`config.mk`:
```
export PLATFORM = sky130hd
export DESIGN_NAME = clkdiv_ratio_ctrl
export DESIGN_NICKNAME = d
export VERILOG_FILES = /design/src/rtl/clkdiv_pkg.sv /design/src/rtl/clkdiv_core.sv /design/src/rtl/clkdiv_ratio_ctrl.sv
export SDC_FILE = /design/constraint.sdc
export NUM_CORES = 1
export LEC_CHECK = 0
export CELL_PAD_IN_SITES_DETAIL_PLACEMENT = 1
export CELL_PAD_IN_SITES_GLOBAL_PLACEMENT = 1
export CORE_MARGIN = 2
export CORE_UTILIZATION = 37
export DETAILED_ROUTE_END_ITERATION = 10
export PLACE_DENSITY_LB_ADDON = 0.25
export SYNTH_ARGS = -nofsm -noshare
export SYNTH_HDL_FRONTEND = slang
export SYNTH_SLANG_ARGS = --single-unit
```
`constraint.sdc`:
```
create_clock -name clk -period 2.3 [get_ports clk]
set_input_delay 0.46 -clock clk [delete_from_list [all_inputs] [get_ports clk]]
set_output_delay 0.46 -clock clk [all_outputs]
set_load 0.005 [all_outputs]
```
`src/rtl/clkdiv_pkg.sv`:
```
// rtl/clkdiv_pkg.sv - shared state encoding, parameter defaults and ratio legality check
package clkdiv_pkg;

  typedef enum logic [1:0] {
    IDLE = 2'd0,
    RUN  = 2'd1,
    PEND = 2'd2
  } state_t;

  localparam int MAX_DIV_DEFAULT = 16;
  localparam int DEF_DIV_DEFAULT = 2;

  function automatic logic ratio_legal(input logic [31:0] div, input logic [31:0] max_div);
    return (div[0] == 1'b0) && (div >= 32'd2) && (div <= max_div);
  endfunction

endpackage

```
`src/rtl/clkdiv_core.sv`:
```
// rtl/clkdiv_core.sv - half-period counter and output toggle for the divided clock
module clkdiv_core #(
  parameter int W = 5
) (
  input  logic         clk,
  input  logic         resetn,
  input  logic [W-1:0] ratio,
  input  logic         run,
  input  logic         load,
  output logic         div_out,
  output logic         boundary
);

  logic [W-1:0] cnt;
  logic         terminal;

  assign terminal = (cnt == ((ratio >> 1) - W'(1)));
  // Raw boundary; the controller decides whether it is meaningful in the current state.
  assign boundary = terminal & ~div_out;

  always_ff @(posedge clk or negedge resetn) begin
    if (!resetn) begin
      cnt     <= '0;
      div_out <= 1'b0;
    end else if (load) begin
      cnt     <= '0;
      div_out <= 1'b1;
    end else if (run) begin
      if (terminal) begin
        cnt     <= '0;
        div_out <= ~div_out;
      end else begin
        cnt <= cnt + W'(1);
      end
    end else begin
      cnt     <= '0;
      div_out <= 1'b0;
    end
  end

endmodule

```
`src/rtl/clkdiv_ratio_ctrl.sv`:
```
// rtl/clkdiv_ratio_ctrl.sv - divided clock generator with glitch-free ratio change handshake
module clkdiv_ratio_ctrl
  import clkdiv_pkg::*;
#(
  parameter int MAX_DIV = MAX_DIV_DEFAULT,
  parameter int DEF_DIV = DEF_DIV_DEFAULT,
  localparam int W = $clog2(MAX_DIV) + 1
) (
  input  logic         clk,
  input  logic         resetn,
  input  logic         clk_en,
  input  logic         cfg_valid,
  input  logic [W-1:0] cfg_div,
  output logic         cfg_ready,
  output logic         cfg_err,
  output logic         div_out,
  output logic         period_start,
  output logic [W-1:0] div_active
);

  state_t       state;
  logic [W-1:0] pend_div;
  logic         legal;
  logic         xfer;
  logic         active;
  logic         start;
  logic         stop;
  logic         run;
  logic         boundary;

  assign legal     = ratio_legal(32'(cfg_div), 32'(MAX_DIV));
  assign cfg_ready = (state != PEND);
  assign xfer      = cfg_valid & cfg_ready;
  assign active    = (state != IDLE);
  assign start     = (state == IDLE) & clk_en;
  // Stopping only at a boundary lets the last period finish its low phase.
  assign stop      = active & boundary & ~clk_en;
  assign run       = active & ~stop;

  clkdiv_core #(.W(W)) u_core (
    .clk      (clk),
    .resetn   (resetn),
    .ratio    (div_active),
    .run      (run),
    .load     (start),
    .div_out  (div_out),
    .boundary (boundary)
  );

  always_ff @(posedge clk or negedge resetn) begin
    if (!resetn) begin
      state        <= IDLE;
      div_active   <= W'(DEF_DIV);
      pend_div     <= W'(DEF_DIV);
      cfg_err      <= 1'b0;
      period_start <= 1'b0;
    end else begin
      cfg_err      <= xfer & ~legal;
      period_start <= start | (active & boundary & clk_en);
      case (state)
        IDLE: begin
          if (xfer && legal) div_active <= cfg_div;
          if (clk_en) state <= RUN;
        end
        RUN: begin
          if (stop) begin
            state <= IDLE;
            if (xfer && legal) div_active <= cfg_div;
          end else if (xfer && legal) begin
            pend_div <= cfg_div;
            state    <= PEND;
          end
        end
        PEND: begin
          // New ratio lands on the same edge the counter clears, so the next period uses it whole.
          if (boundary) begin
            div_active <= pend_div;
            state      <= clk_en ? RUN : IDLE;
          end
        end
        default: state <= IDLE;
      endcase
    end
  end

endmodule

```
# Word level (Yosys, flattened, before mapping)
# Cells that the tools add are included.
dict set report totals {
  wordCells 59
  out_inout_bits 9
  register_bits 20
  inputBits 9
}
dict set report classes {
  eq_ne 9
  reduce_logical 9
  n_addsub 2
  n_lt_le_gt_ge 2
  mux 16
  bitwise_logic 14
}
# cell n
set ops {}
lappend ops {{$mux W5} 6}
lappend ops {{$pmux W5 S3} 1}
lappend ops {{$reduce_and A3 Y1} 3}
lappend ops {{$and A1 B1 Y1} 8}
lappend ops {{$mux W2} 4}
lappend ops {{$ne A2 B2 Y1 const B} 4}
lappend ops {{$pmux W2 S3} 1}
lappend ops {{$add A5 B1 Y5 const B} 1}
lappend ops {{$eq A5 B5 Y1} 1}
lappend ops {{$ge A5 B2 Y1 const B} 1}
lappend ops {{$le A5 B5 Y1 const B} 1}
lappend ops {{$not A1 Y1} 5}
lappend ops {{$sub A4 B1 Y5 const B} 1}
lappend ops {{$mux W1} 4}
lappend ops {{$logic_and A1 B1 Y1} 3}
lappend ops {{$ne A3 B2 Y1 const B} 1}
lappend ops {{$ne A3 B3 Y1 const B} 1}
lappend ops {{$reduce_bool A3 Y1} 1}
lappend ops {{$eq A2 B1 Y1 const B} 1}
lappend ops {{$eq A2 B2 Y1 const B} 1}
lappend ops {{$logic_not A2 Y1} 1}
lappend ops {{$reduce_bool A2 Y1} 1}
lappend ops {{$or A1 B1 Y1} 1}

# Logic depth before layout (Yosys ltp)
# Gate-level depths: netlist of the first run.
dict set report logic_depth {
  depth_word 9
  ltp_mapped 8
  depth_no_buf 8
}

# By module
# A second synthesis of the first run with hierarchy kept.
dict set report hier_totals {
  cells_unflattened 104
  hier_area_um2 1099.8
}
# mod seq_area_each_um2 instances cells_per_inst area_each_um2
set modules_own_cells {}
lappend modules_own_cells {clkdiv_ratio_ctrl 352.8 1 61 656.9}
lappend modules_own_cells {clkdiv_core 150.1 1 43 442.9}

# Least setup slack after synthesis of the first run
# No wires, ideal clock.
dict set report synth_path {
  kind {register to register}
  start {reg div_active[1]}
  end {reg div_active[0]}
  period_less_slack_ps 2205
  path_buffers 0
  setup_time_ps 125
  slack_ps 95
  t_arrival_ps 2080
  t_required_ps 2175
  path_stages_with_launch 9
  path_cell_list {dfstp_2 > inv_1 > ha_1 > nand4b_1 > a21oi_1 > nor3_2 > o31ai_1 > a31oi_4 > mux2_2}
}
dict set report synth_between {
  elab_chain_len 7
  word_cells_on_any_way 8
  cone_classes {1 x add/sub; 3 x eq/ne; 3 x bitwise; 1 x reduce/logical}
}
# item line
set synth_lines {}
lappend synth_lines {{start: declaration} clkdiv_ratio_ctrl.sv:18} ;# output logic [W-1:0] div_active
lappend synth_lines {{start signal: assignment} clkdiv_ratio_ctrl.sv:53} ;# div_active <= W'(DEF_DIV);
lappend synth_lines {{start signal: assignment} clkdiv_ratio_ctrl.sv:62} ;# if (xfer && legal) div_active <= cfg_div;
lappend synth_lines {{start signal: assignment} clkdiv_ratio_ctrl.sv:68} ;# if (xfer && legal) div_active <= cfg_div;
lappend synth_lines {{$sub A4 B1 Y5 *} clkdiv_core.sv:17} ;# assign terminal = (cnt == ((ratio >> 1) - W'(1)));
lappend synth_lines {{$eq A5 B5 Y1 *} clkdiv_core.sv:17}
lappend synth_lines {{$and A1 B1 Y1 *} clkdiv_core.sv:19} ;# assign boundary = terminal & ~div_out;
lappend synth_lines {{$and A1 B1 Y1 (2 in series)} clkdiv_ratio_ctrl.sv:37} ;# assign stop = active & boundary & ~clk_en;
lappend synth_lines {{$ne A2 B2 Y1 (no source line)} --}
lappend synth_lines {{$reduce_and A3 Y1 (no source line) *} --}
# Every way passes the cells marked *; elsewhere a longest branch is shown, timed or not.
# A chain may end at the register's enable or synchronous reset.

# Final worst setup path of the first run
dict set report layout_path {
  start {in cfg_div[4]}
  end {reg pend_div[2]}
}
dict set report layout_between {
  elab_chain_len 5
  word_cells_on_any_way 6
  cone_classes {2 x order compare; 4 x reduce/logical}
}
# item line
set layout_lines {}
lappend layout_lines {{start: declaration} clkdiv_ratio_ctrl.sv:13} ;# input logic [W-1:0] cfg_div,
lappend layout_lines {{$ge A5 B2 Y1} clkdiv_pkg.sv:14} ;# return (div[0] == 1'b0) && (div >= 32'd2) && (div <= max_div);
lappend layout_lines {{$logic_and A1 B1 Y1} clkdiv_pkg.sv:14}
lappend layout_lines {{$logic_and A1 B1 Y1 *} clkdiv_pkg.sv:14}
lappend layout_lines {{$logic_and A1 B1 Y1 *} clkdiv_ratio_ctrl.sv:69} ;# end else if (xfer && legal) begin
lappend layout_lines {{$reduce_and A3 Y1 (no source line) *} --}
lappend layout_lines {{end signal: assignment} clkdiv_ratio_ctrl.sv:54} ;# pend_div <= W'(DEF_DIV);
lappend layout_lines {{end signal: assignment} clkdiv_ratio_ctrl.sv:70} ;# pend_div <= cfg_div;
lappend layout_lines {{end: declaration} clkdiv_ratio_ctrl.sv:22} ;# logic [W-1:0] pend_div;
# Marks and branches as above.

==> results of run 1 <==
==> placed cells by master (no fill, tap or decap), drive strengths merged, types with 2 or more instances in the layout <==
cell type	count
nor4b	2
dlymetal6s2s	3
a21oi	3
mux2i	4
ha	2
clkdlybuf4s50	14
dfstp	2
mux2	10
nand3	3
inv	7
buf	17
xor2	6
nor2	8
o21ai	2
clkbuf	4
nor3	4
nand2	4
dfrtp	18
xnor2	2
==> layout make-up <==
class | instances | area, µm²
inverter | 7 | 26.3
fill | 303 | 1260
clock buffer | 4 | 36.3
timing repair buffer | 34 | 305
tap | 31 | 38.8
multi-input combinational | 65 | 613
sequential | 20 | 503
==> through the flow <==
stage | total power [µW] | instance area, µm² | setup slack, ps | instances
after detailed placement | 1460 | 1380 | -288 | 151
after global routing | 1990 | 1520 | -4.18 | 161
after floorplan | 1110 | 1090 | 95.0 | 94
after global placement | 1420 | 1380 | -157 | 151
after CTS | 1690 | 1430 | 2.90 | 157
final | 1840 | 1520 | 66.9 | 161
==> flip-flops by register name, summed over array words and instances, names as in the netlist <==
register / count
u_core.div_out: 1
u_core.cnt: 5
pend_div: 5
div_active: 5
period_start: 1
state: 2
cfg_err: 1
==> critical path: stages <==
cell and delay, ps:
clkdlybuf4s50_1 450, buf_4 150, o31a_1 140, nor4b_4 360, nor3b_4 290, o41ai_4 110, buf_4 170, mux2_1 310
==> where the power goes <==
part,switching (µW),internal [µW]
Clock,116,96.8
Sequential,174,508
Combinational,446,502
==> how the worst max path moves through the flow <==
stage | endpoint | cells after the start
finish | pend_div[2] | 8
global route | pend_div[2] | 8
CTS | pend_div[4] | 7
floorplan | div_active[0] | 8
detailed placement | pend_div[4] | 6
global placement | pend_div[3] | 6
==> kinds of logic (layout without fill, tap and decap cells) <==
kind of cell / count (synthesis) / in the layout
adder cells (fa/ha/maj): 2 / 2
AND/OR/NAND/NOR: 28 / 28
buffers and inverters: 9 / 45
multiplexers: 14 / 14
flip-flops: 20 / 20
XOR/XNOR: 8 / 8
AO/OA/AOI/OAI: 13 / 13
==> repair_timing <==
action,CTS,global route
buffers inserted,2,4
endpoints found under the setup margin,4,11
resized for setup,0,15
pin swaps,1,6
==> cell usage after synthesis, drive strengths merged, types with 3 or more instances <==
cell type  instances  area share
dfrtp             18        0.41
mux2              10        0.10
nor2               8       0.027
inv                7       0.024
xor2               6       0.048
mux2i              4       0.037
nand2              4       0.014
nor3               4       0.027
a21oi              3       0.014
nand3              3       0.014
==> metal layers <==
layer  wire [µm]  vias up  part of all wire
met5           0        -                 0
met4          16        0            0.0059
met3          91        2             0.034
met2        1440       14              0.53
met1        1160      426              0.43
li1            -      408                 -
==> flow_metrics.tcl, run 1 <==
set metrics [dict create \
    drtAntennaViolNets 0 \
    syn_inst 94 \
    critPathKind "in -> reg" \
    rrSetupSlack_ps 130 \
    remaining_drc_errors 0 \
    ys_async_sr_fraction 1.00 \
    row_count 19 \
    synth_flop_cell "dfrtp_1" \
    rr_endpoint "pend_div[2]" \
    r2r-start "div_active[2]" \
    synth_edf_count 0 \
    syn_to_final_growth_pct 39.1 \
    startpoint "cfg_div[4]" \
    hold_buffers 0 \
    drt-pass1-iter-count 4 \
    grt_antenna_before_repair 0 \
    synth_compound_area_frac 0.112 \
    nets 142 \
    pin_count 18 \
    status "finished clean" \
    routabilityCongestion 0.770 \
    fmax_mhz 448 \
    ys_types 34 \
    n_antenna_cell 0 \
    use_met2 0.310 \
    post_drt_wl_per_cell_um 16.8 \
    clock_sink_count 20 \
    synth.ff_latch_count 20 \
    fin_crit_sh 0.971 \
    min_to "pend_div[2]" \
    grtUsageTotal 0.176 \
    worstHoldPathCells 2 \
    max_cap_violations 0 \
    path_max_fanout 5 \
    arrival_ps 2440 \
    yosysSeqAreaShare 0.459 \
    syn_area_mm2 0.00109 \
    peakVddDrop_mv 0.628 \
    core-area_mm2 0.00278 \
    grt_pass1_wl_mm 4.44 \
    yosys.area_share.simple 0.169 \
    grt_util_met3 0.0462 \
    htree_levels 1 \
    dp_hpwl_mm 1.86 \
    io_buffers 17 \
    period_minus_slack_ps 2230 \
    synth_top_family_by_area "simple AND/OR/NAND/NOR gates" \
    grt-ovfl-total 0 \
    vias 850 \
    grt_max_degree 21 \
    leakage_uw 0.000681 \
    clk_path_buf_depth 2 \
    relSlewSlack 0.563 \
    drtIter0Drc 19 \
    fin_tns_setup_ps 0 \
    grt_pass1_vias 902 \
    synth_area_per_cell_um2 11.6 \
    crit_path_start_kind "input pin" \
    setup_viol 0 \
    hold_class "in -> reg" \
    die_area_mm2 0.00341 \
    skew_ps 1.57 \
    root_buffer "clkbuf_4" \
    hold_slack_ps 460 \
    drt-total-wl_mm 2.71 \
    synthMuxAreaShare 0.139 \
    clk_latency_ps 310 \
    start_util 0.394 \
    via_per_inst 5.28 \
    die_h_um 58.4 \
    cts_made_buffers 3 \
    maxSlewViolCount 0 \
    syn-num-nets 105 \
    ys_warn_count 0 \
    final_util 0.547 \
    path_clk_slew_ps 120 \
    min_from "cfg_div[2]" \
    grt_util_met1 0.208 \
    synth_xor_area_frac 0.0640 \
    cts_tree "done" \
    drive_gt1_frac 0.346 \
    end_kind "flip-flop" \
    worst_pin_slew_ps 649 \
    grt_busiest_layer "met2" \
    powerDensity_mw_per_mm2 1210 \
    die_w_um 58.4 \
    yosys.area_share.adder 0.0229 \
    reg2reg_depth 9 \
    hold_viol_final 0 \
    cp.required_ps 2510 \
]
(Power assumes the default switching activity.)
==> inputs of run 2 (changes only) <==
--- a/config.mk
+++ b/config.mk
@@ -7,7 +7,6 @@
 export LEC_CHECK = 0
 export CELL_PAD_IN_SITES_DETAIL_PLACEMENT = 1
 export CELL_PAD_IN_SITES_GLOBAL_PLACEMENT = 1
-export CORE_MARGIN = 2
 export CORE_UTILIZATION = 37
 export DETAILED_ROUTE_END_ITERATION = 10
 export PLACE_DENSITY_LB_ADDON = 0.25
==> flow_metrics.tcl, run 2 (synthesis results as in run 1) <==
set metrics [dict create \
    status "finished clean" \
    grt_max_degree 21 \
    cpPeakStageDelay_ps 550 \
    clk_latency_ps 300 \
    fin_tns_setup_ps 0 \
    remaining_drc_errors 0 \
    syn_to_final_growth_pct 35.2 \
    die_area_mm2 0.00318 \
    final_common_cell "dfrtp_1" \
    dp.cells 152 \
    relSlewSlack 0.673 \
    drtIter0Drc 9 \
    swShare 0.388 \
    post_drt_wl_per_cell_um 16.2 \
    core-area_mm2 0.00278 \
    instances_no_fill 160 \
    critPathKind "reg -> reg" \
    cp.required_ps 2490 \
    end_kind "flip-flop" \
    placed_area_mm2 0.00138 \
    drtAntennaViolNets 0 \
    dp_hpwl_mm 1.95 \
    leakage_uw 0.000675 \
    pwr-share-comb 0.490 \
    arrival_ps 2390 \
    grt_pass1_wl_mm 4.50 \
    hold_viol_final 0 \
    cts_tree "done" \
    clk_path_buf_depth 2 \
    reg2reg_depth 8 \
    r2r-start "div_active[1]" \
    final_area_mm2 0.00148 \
    pin_count 18 \
    max_cap_violations 0 \
    netSwitchingPower_uw 664 \
    startpoint "div_active[1]" \
    grtUsageTotal 0.184 \
    clock_sink_count 20 \
    period_minus_slack_ps 2200 \
    path_max_fanout 5 \
    drive_gt1_frac 0.310 \
    rr_endpoint "pend_div[4]" \
    reg_top3 "div_active x5, pend_div x5, u_core.cnt x5" \
    root_buffer "clkbuf_4" \
    powerDensity_mw_per_mm2 1150 \
    p_seq_frac 0.386 \
    n_antenna_cell 0 \
    final_cell_mix "18 x dfrtp_1, 16 x buf_4, 13 x clkdlybuf4s50_1" \
    grt-ovfl-total 0 \
    io_buffers 17 \
    cts_made_buffers 3 \
    grt_antenna_before_repair 0 \
    vias 833 \
    start_util 0.394 \
    nets 141 \
    fin_crit_sh 0.956 \
    critPathBufInv 3 \
    setup_viol 0 \
    skew_ps 5.00 \
    die_w_um 56.4 \
    drt-total-wl_mm 2.58 \
    die_h_um 56.4 \
    clock_power_share 0.123 \
    path_clk_slew_ps 120 \
    via_per_inst 5.21 \
    htree_levels 1 \
    crit_path_start_kind "flip-flop" \
    drt-pass1-iter-count 2 \
    worst_pin_slew_ps 491 \
    cellInternalPower_uw 1050 \
    grt_pass1_vias 948 \
    maxSlewViolCount 0 \
    fmax_mhz 455 \
    rrSetupSlack_ps 100 \
    peakVddDrop_mv 0.663 \
    slowest_stage "dfstp_2" \
    routabilityCongestion 0.761 \
    rsz0062_at_grt "true" \
    crit_family "flip-flops" \
    cpMostUsedCell "buf_4" \
    hold_class "in -> async" \
    row_count 19 \
    cp_cell_sequence "inv_1, ha_1, nor3_1, nor3_2, buf_4, o41ai_4, buf_4, mux2_1" \
]
[run 2: cell type report]
class / instances / area (µm²)
tap: 31 / 38.8
multi-input combinational: 65 / 576
clock buffer: 4 / 36.3
sequential: 20 / 503
timing repair buffer: 33 / 300
inverter: 7 / 26.3
fill: 302 / 1300
[run 2: how the worst max path moves through the flow]
stage	slack [ps]	depth (start not counted)	to
after floorplan	90	8	div_active[0]
after global placement	-160	6	pend_div[2]
after detailed placement	-310	7	div_active[0]
after CTS	3	7	pend_div[4]
after global routing	-20	8	div_active[0]
final	100	8	pend_div[4]
[run 2: power groups by stage]
stage	Sequential [µW]	Clock, µW	Combinational, µW
floorplan	633	0	475
global placement	655	0	775
detailed placement	666	0	815
CTS	661	221	826
global route	688	230	926
finish	660	211	838
[run 2: per-stage QoR]
stage | power (µW) | setup slack, ps | utilization | hold slack, ps
final | 1710 | 102 | 0.532 | 490
after global placement | 1430 | -160 | 0.498 | 470
after detailed placement | 1480 | -309 | 0.498 | 484
after CTS | 1710 | 2.98 | 0.513 | 490
after floorplan | 1110 | 95.0 | - | 164
after global routing | 1840 | -24.8 | 0.532 | 507
[run 2: repair_timing]
action,in CTS,in global routing
resized for setup,0,8
pin swaps,1,3
endpoints found under the setup margin,4,10
hold buffers,0,0
setup buffers,1,3
[run 2: routing by layer]
| layer | global-route usage | share of wire | up-vias |
|---|---|---|---|
| met5 | 0 | 0 | - |
| met4 | 0.0523 | 0.0066 | 0 |
| met2 | 0.357 | 0.55 | 9 |
| met1 | 0.209 | 0.42 | 418 |
| li1 | - | - | 404 |
| met3 | 0.0207 | 0.021 | 2 |
